**config.mk**
```make
export PLATFORM = sky130hd
export DESIGN_NAME = page_table_walker
export DESIGN_NICKNAME = d
export VERILOG_FILES = /design/src/rtl/page_table_walker.sv
export SDC_FILE = /design/constraint.sdc
export NUM_CORES = 1
export LEC_CHECK = 0
export ABC_AREA = 1
export CAP_MARGIN = 20
export CORE_MARGIN = 4
export CORE_UTILIZATION = 45
export DETAILED_ROUTE_END_ITERATION = 7
export GPL_ROUTABILITY_DRIVEN = 0
export PLACE_DENSITY = 0.89
export SKIP_LAST_GASP = 1
export SLEW_MARGIN = 10
export SYNTH_ARGS = -nofsm -noshare
export SYNTH_HDL_FRONTEND = slang
export SYNTH_SLANG_ARGS = --single-unit
```
**constraint.sdc**
```tcl
create_clock -name clk_i -period 1.9 [get_ports clk_i]
set_input_delay 0.38 -clock clk_i [delete_from_list [all_inputs] [get_ports clk_i]]
set_output_delay 0.38 -clock clk_i [all_outputs]
set_load 0.01 [all_outputs]
```
**src/rtl/page_table_walker.sv**
```systemverilog
// rtl/page_table_walker.sv - two-level page table walker producing TLB fill writes or page faults
// Serves one TLB miss at a time; a flush drains any outstanding read before returning to IDLE.
module page_table_walker #(
  parameter int VPN_WIDTH   = 20,
  parameter int PPN_WIDTH   = 20,
  parameter int PTE_WIDTH   = 32,
  parameter int PAGE_OFFSET = 12
) (
  input  logic                             clk_i,
  input  logic                             rst_i,
  input  logic                             flush_i,
  input  logic [PPN_WIDTH-1:0]             ptbr_i,
  input  logic                             miss_valid_i,
  input  logic [VPN_WIDTH-1:0]             miss_vpn_i,
  output logic                             miss_ready_o,
  output logic                             mem_req_valid_o,
  input  logic                             mem_req_ready_i,
  output logic [PPN_WIDTH+PAGE_OFFSET-1:0] mem_req_addr_o,
  input  logic                             mem_resp_valid_i,
  input  logic [PTE_WIDTH-1:0]             mem_resp_data_i,
  output logic                             fill_wr_en_o,
  output logic [VPN_WIDTH-1:0]             fill_vpn_o,
  output logic [PPN_WIDTH-1:0]             fill_ppn_o,
  output logic                             fault_o,
  output logic [VPN_WIDTH-1:0]             fault_vpn_o,
  output logic                             busy_o
);

  localparam int ADDR_W = PPN_WIDTH + PAGE_OFFSET;
  localparam int V0_W   = VPN_WIDTH / 2;
  localparam int V1_W   = VPN_WIDTH - V0_W;
  localparam int SP_W   = PPN_WIDTH - V0_W;

  typedef enum logic [2:0] {
    IDLE, L1_REQ, L1_WAIT, L0_REQ, L0_WAIT, FILL, FAULT
  } state_t;

  state_t                state_q, state_d;
  logic [VPN_WIDTH-1:0]  vpn_q;
  logic [PPN_WIDTH-1:0]  ptbr_q;
  logic [PPN_WIDTH-1:0]  pte_ppn_q;
  logic                  drop_q;
  logic [VPN_WIDTH-1:0]  fill_vpn_q;
  logic [PPN_WIDTH-1:0]  fill_ppn_q;
  logic [VPN_WIDTH-1:0]  fault_vpn_q;

  logic                  pte_v;
  logic                  pte_l;
  logic [PPN_WIDTH-1:0]  resp_ppn;
  logic [PPN_WIDTH-1:0]  superpage_ppn;
  logic [V1_W-1:0]       vpn1;
  logic [V0_W-1:0]       vpn0;
  logic [ADDR_W-1:0]     l1_addr;
  logic [ADDR_W-1:0]     l0_addr;
  logic                  abort;
  logic                  unused_pte_bits;

  assign pte_v         = mem_resp_data_i[0];
  assign pte_l         = mem_resp_data_i[1];
  assign resp_ppn      = mem_resp_data_i[10 +: PPN_WIDTH];
  assign vpn1          = vpn_q[VPN_WIDTH-1 -: V1_W];
  assign vpn0          = vpn_q[V0_W-1:0];
  // A superpage maps VPN0 straight through below the PTE's upper PPN bits.
  assign superpage_ppn = {resp_ppn[PPN_WIDTH-1 -: SP_W], vpn0};
  assign l1_addr       = {ptbr_q, {PAGE_OFFSET{1'b0}}}
                       + {{(ADDR_W-V1_W-2){1'b0}}, vpn1, 2'b00};
  assign l0_addr       = {pte_ppn_q, {PAGE_OFFSET{1'b0}}}
                       + {{(ADDR_W-V0_W-2){1'b0}}, vpn0, 2'b00};
  assign abort         = drop_q | flush_i;
  assign unused_pte_bits = ^{mem_resp_data_i[PTE_WIDTH-1:PPN_WIDTH+10],
                             mem_resp_data_i[9:2]};

  always_ff @(posedge clk_i) begin
    if (rst_i) begin
      state_q     <= IDLE;
      vpn_q       <= '0;
      ptbr_q      <= '0;
      pte_ppn_q   <= '0;
      drop_q      <= 1'b0;
      fill_vpn_q  <= '0;
      fill_ppn_q  <= '0;
      fault_vpn_q <= '0;
    end else begin
      state_q <= state_d;
      if (state_q == IDLE && state_d == L1_REQ) begin
        vpn_q  <= miss_vpn_i;
        ptbr_q <= ptbr_i;
        drop_q <= 1'b0;
      end else if (flush_i && state_q inside {L1_REQ, L1_WAIT, L0_REQ, L0_WAIT}) begin
        drop_q <= 1'b1;
      end
      if (state_q == L1_WAIT && state_d == L0_REQ) begin
        pte_ppn_q <= resp_ppn;
      end
      if (state_d == FILL) begin
        fill_vpn_q <= vpn_q;
        fill_ppn_q <= (state_q == L1_WAIT) ? superpage_ppn : resp_ppn;
      end
      if (state_d == FAULT) begin
        fault_vpn_q <= vpn_q;
      end
    end
  end

  always_comb begin
    state_d = state_q;
    case (state_q)
      IDLE:    if (miss_valid_i && !flush_i) state_d = L1_REQ;
      L1_REQ: begin
        if (mem_req_ready_i)  state_d = L1_WAIT;
        else if (flush_i)     state_d = IDLE;
      end
      L1_WAIT: begin
        if (mem_resp_valid_i) begin
          if (abort)          state_d = IDLE;
          else if (!pte_v)    state_d = FAULT;
          else if (pte_l)     state_d = FILL;
          else                state_d = L0_REQ;
        end
      end
      L0_REQ: begin
        if (mem_req_ready_i)  state_d = L0_WAIT;
        else if (flush_i)     state_d = IDLE;
      end
      L0_WAIT: begin
        if (mem_resp_valid_i) begin
          if (abort)               state_d = IDLE;
          else if (pte_v && pte_l) state_d = FILL;
          else                     state_d = FAULT;
        end
      end
      FILL:    state_d = IDLE;
      FAULT:   state_d = IDLE;
      default: state_d = IDLE;
    endcase
  end

  always_comb begin
    miss_ready_o    = (state_q == IDLE);
    busy_o          = (state_q != IDLE);
    mem_req_valid_o = (state_q == L1_REQ) || (state_q == L0_REQ);
    mem_req_addr_o  = '0;
    if (state_q == L1_REQ) mem_req_addr_o = l1_addr;
    if (state_q == L0_REQ) mem_req_addr_o = l0_addr;
    fill_wr_en_o    = (state_q == FILL) && !flush_i;
    fault_o         = (state_q == FAULT) && !flush_i;
    fill_vpn_o      = fill_vpn_q;
    fill_ppn_o      = fill_ppn_q;
    fault_vpn_o     = fault_vpn_q;
  end

endmodule

```
Yosys cells after proc, flatten, opt, wreduce, memory -nomap -nowiden --
Index checks and enable logic that the tools add are counted.
Cells by class: reductions and logical operators 13, add/sub/neg operators 2, mux-type cells 15, equal/unequal tests 10, bitwise logic cells 1
Operators with widths (count):
- 32-bit by 12-bit adder with 32-bit output | 2
- 32-bit 2-to-1 mux | 2
- 3-bit 2-to-1 mux | 10
- 3-bit == test, second input constant | 5
- 3-bit case mux with 5 select lines | 1
- 10-bit 2-to-1 mux | 1
- 3-bit by 2-bit == test with 1-bit output, second input constant | 3
- 1-bit logical AND | 7
- 3-bit by 1-bit == test with 1-bit output, second input constant | 2
- 4-bit nonzero test | 1
- 3-bit zero test | 1
- 3-bit nonzero test | 1
- 2-bit 2-to-1 mux | 1
- 2-bit OR reduction | 1
- 1-bit zero test | 1
- 1-bit logical OR | 1
- 1-bit OR | 1
Storage, ports and cells: register bits after elaboration 124, output and inout port bits 97, logic and storage cells 49, input port bits 78

Longest topological paths before layout --
depth after elaboration 8, depth in mapped cells 12, gate-level depth less buffers 11

Least setup slack after synthesis --
Ideal clock, no wire load.
kind reg2reg, start register state_q[1], end register vpn_q[0], setup time 0.128 ns, cell stages (with the launch flop) 7, required time 1.772 ns, arrival time 1.431 ns, period minus slack after synthesis 1.560 ns, slack 0.340 ns, cell sequence dfxtp_1 -> buf_2 -> nor3_1 -> nand2_1 -> clkbuf_1 -> o21ai_0 -> a21oi_1
On the way: elaborated cells on any way between the ends 14, classes of those cells eq/ne: 5; mux: 7; reduce/logical: 2
RTL lines:
- from (decl) | line 38 | state_t state_q, state_d;
- from (signal assigned) | line 84 | state_q <= state_d;
- 3-bit zero test *
- net miss_ready_o | line 15 | output logic miss_ready_o,
- 3-bit case mux with 5 select lines | line 107 | case (state_q)
- 3-bit by 1-bit == test with 1-bit output | line 85 | if (state_q == IDLE && state_d == L1_REQ) begin
- 1-bit logical AND * | line 85
- to (signal assigned) | line 86 | vpn_q <= miss_vpn_i;
- to (decl) | line 39 | logic [VPN_WIDTH-1:0] vpn_q;
Mark *: on every way through the listed nets, which the timed path passes. The rest lies on a longest branch. A chain may end at the register's enable or synchronous reset.

Worst setup path in the final report --
start register state_q[1], end register fill_ppn_q[8] (netlist: fill_ppn_o[8])
On the way: word-level cells in the longest chain between the ends 4, elaborated cells on any way between the ends 14, classes of those cells eq/ne: 5; mux: 8; reduce/logical: 1
RTL lines:
- 3-bit 2-to-1 mux | line 111, 123
- 3-bit 2-to-1 mux (on tied branches) | line 122, 110
- 3-bit case mux with 5 select lines | line 107
- 3-bit == test | line 95 | if (state_d == FILL) begin
- to (signal assigned) | line 97 | fill_ppn_q <= (state_q == L1_WAIT) ? superpage_ppn : resp_ppn;
- to (decl) | line 44 | logic [PPN_WIDTH-1:0] fill_ppn_q;
Several ways; a longest one is shown, not always the timed one.

==> impl_metrics.tcl <==
set metrics [dict create \
    die_h_um 118 \
    final_nets 1108 \
    drive_gt1_share_pct 17.0 \
    rr_endpoint "fill_ppn_o[8]$_SDFFE_PP0N_" \
    mostFrequentLayoutCells "nor2_1 (200), nand2_1 (190), clkdlybuf4s50_1 (127)" \
    p_leak_nw 3.89 \
    layout_min_cycle_time_ns 1.93 \
    synthCells 833 \
    post-route-period-util_pct 101 \
    grt_overflow 0 \
    drt_pass1_iterations 5 \
    fmax_mhz 519 \
    cap_violations 0 \
    crit_end "fill_ppn_o[8]$_SDFFE_PP0N_" \
    fin_worst_skew_ns 0.0165 \
    final.setup.tns_ns -0.107 \
    clkTransAtPathRegs_ns 0.05 \
    diodes 0 \
    regArea_um2 2490 \
    multi_input_comb_area_um2 2520 \
    fillCellCount 905 \
    slew_viol_final 0 \
    synthesis.area_um2 5410 \
    seq_area_frac_synth_pct 45.9 \
    whs_ns 0.482 \
    io_pins 175 \
    route.vias.total 6037 \
    ys_warn_count 0 \
    cp.required_ns 2.21 \
    fp-row-count 39 \
    p_seq_share_pct 39.1 \
    setup_ws_ns -0.0265 \
    routed_wl_um 18800 \
    syn_to_final_growth_pct 55.7 \
    fin_util_pct 72.5 \
    grt_pass1_vias 5539 \
    finalHoldViolCount 0 \
    post_drt_via_cell_ratio 5.09 \
    regToRegStartpoint "state_q[1]$_SDFF_PP0_" \
    swShare_pct 27.3 \
    cts_root_buffer "clkbuf_16" \
    clk_path_buf_depth 2 \
    grt_pass1_wl_um 27300 \
    clk_latency_ns 0.42 \
    worst_r2r_path_depth 15 \
    ys_ff_latch 124 \
    netlist.area_leader.share_pct 45.9 \
    irDropWorstVdd_v 0.000590 \
    cts_buffers 17 \
    port_buffers 162 \
    detailed_place_hpwl_um 11900 \
    rsz0062_at_grt "yes" \
    start_util_pct 46.6 \
    syn_avg_cell_area_um2 6.49 \
    grt_start_max_net_pins 63 \
    cts_htree_levels 4 \
    clockPowerShare_pct 43.7 \
    switchingPower_mw 1.99 \
    layout_commonest_cell "nor2_1" \
    wire_per_inst_um 15.9 \
    crit_path_start_kind "register" \
    dieArea_um2 13800 \
    combPwrFrac_pct 17.3 \
    holdBufCountCts 0 \
    hp-class "register to register" \
    cp.arrival_ns 2.23 \
    drt_iter0_drc 473 \
    r2r_slack_ns -0.03 \
    p_int_mw 5.31 \
    p_per_area_nw_per_um2 866 \
    grt_usage_pct 24.4 \
    path_class "register to register" \
    numClockSinks 124 \
    synth.area.top_cells "dfxtp_1 (46%), nor2_1 (15%), nand2_1 (14%)" \
    die_x_um 118 \
    antenna_found_initial 0 \
    critPathCaptureType "register" \
    cp-startpoint "state_q[1]$_SDFF_PP0_" \
    synth_cell_types 20 \
    status "finished with violations" \
    core_area_um2 11600 \
    violations "setup timing" \
    ant_nets 0 \
    setup_viol 10 \
    cts_tree "done" \
    yosys.area.top_type "dfxtp_1" \
    critPathMaxFanout 7 \
    drc 0 \
]
[logic make-up after synthesis]
kind of cell | synth area share [%]
simple gates | 35.5
buf+inv | 10.5
compound gates | 8.09
other cells | 0.0693
flops | 45.9
[cells in the mapped netlist]
library cell and number:
a21oi_1 21, buf_1 10, buf_2 14, buf_4 6
clkbuf_1 24, conb_1 1, dfxtp_1 124, inv_1 83
inv_2 3, nand2_1 198, nand2_2 1, nand3_1 66
nand3_2 1, nand4_1 1, nor2_1 209, nor2_2 3
nor3_1 3, o21ai_0 54, o22ai_1 10, or2_2 1
[per-layer routing]
layer / part of all wire (%) / vias to the layer above / global-route usage [%] / wire length, µm
li1: - / 2961 / - / -
met1: 39 / 2741 / 28.5 / 7380
met2: 48 / 290 / 40.9 / 9000
met3: 10 / 45 / 9.71 / 1880
met4: 3.1 / 0 / 8.06 / 581
met5: 0 / - / 0 / 0
[state kept, by name (all words and copies together), names as in the netlist]
signal / flops
drop_q: 1
vpn_q: 20
pte_ppn_q: 20
fill_vpn_o: 20
ptbr_q: 20
fault_vpn_o: 20
state_q: 3
fill_ppn_o: 20
[worst max-delay path: stages, from the launching register on]
cell and delay, ns:
dfxtp_4 0.36, nand2_4 0.07, nor2_4 0.04, buf_4 0.14, buf_6 0.12, buf_4 0.13
nand2_1 0.05, nand2_1 0.07, nand2_2 0.13, nand2_4 0.09, nor2_4 0.13, buf_12 0.15
clkbuf_16 0.16, nand3_1 0.07, nand2_1 0.07, nor2_1 0.05
[power by group through the flow]
stage	Combinational, mW	Clock [mW]	Sequential [mW]
after detailed placement	1.09	0	2.90
final	1.26	3.19	2.85
after global placement	1.07	0	2.89
after floorplan	0.554	0	2.89
after CTS	1.12	3.22	2.84
after global routing	1.37	3.34	2.87
[how the worst min path moves through the flow]
| stage | slack [ns] | depth (start not counted) | start | end |
|---|---|---|---|---|
| floorplan | 0.45 | 1 | rst_i | state_q[1]$_SDFF_PP0_ |
| global placement | 0.46 | 2 | vpn_q[18]$_SDFFE_PP0P_ | fault_vpn_o[18]$_SDFFE_PP0N_ |
| detailed placement | 0.47 | 2 | vpn_q[7]$_SDFFE_PP0P_ | fault_vpn_o[7]$_SDFFE_PP0N_ |
| CTS | 0.48 | 2 | vpn_q[16]$_SDFFE_PP0P_ | fault_vpn_o[16]$_SDFFE_PP0N_ |
| global route | 0.51 | 2 | pte_ppn_q[1]$_SDFFE_PP0P_ | pte_ppn_q[1]$_SDFFE_PP0P_ |
| finish | 0.48 | 2 | fill_ppn_o[19]$_SDFFE_PP0N_ | fill_ppn_o[19]$_SDFFE_PP0N_ |
[repair_timing]
item                                    4_1_cts  5_1_grt
endpoints found under the setup margin       35       93
pin swaps                                     2       11
gates cloned                                  2       10
setup buffers                                11        8
gates resized for setup                     118       71
[stage by stage]
step                      worst slack, ns  std cells  total power [mW]  instance area, µm²
after floorplan                     0.340        834              3.45                5410
after global placement             -0.215       1127              3.96                7440
after detailed placement           -0.248       1127              3.99                7440
after CTS                          -0.145       1172              7.18                8110
after global routing               -0.118       1186              7.58                8430
final                             -0.0265       1186              7.30                8430
[area by class of cell]
class,instances,share of cell area [%]
multi-input combinational,570,30.0
sequential,124,29.6
timing repair buffer,231,27.5
clock buffer,19,5.26
inverter,86,3.91
tap,143,2.12
clock inverter,13,1.71
(Power assumes the default switching activity.)
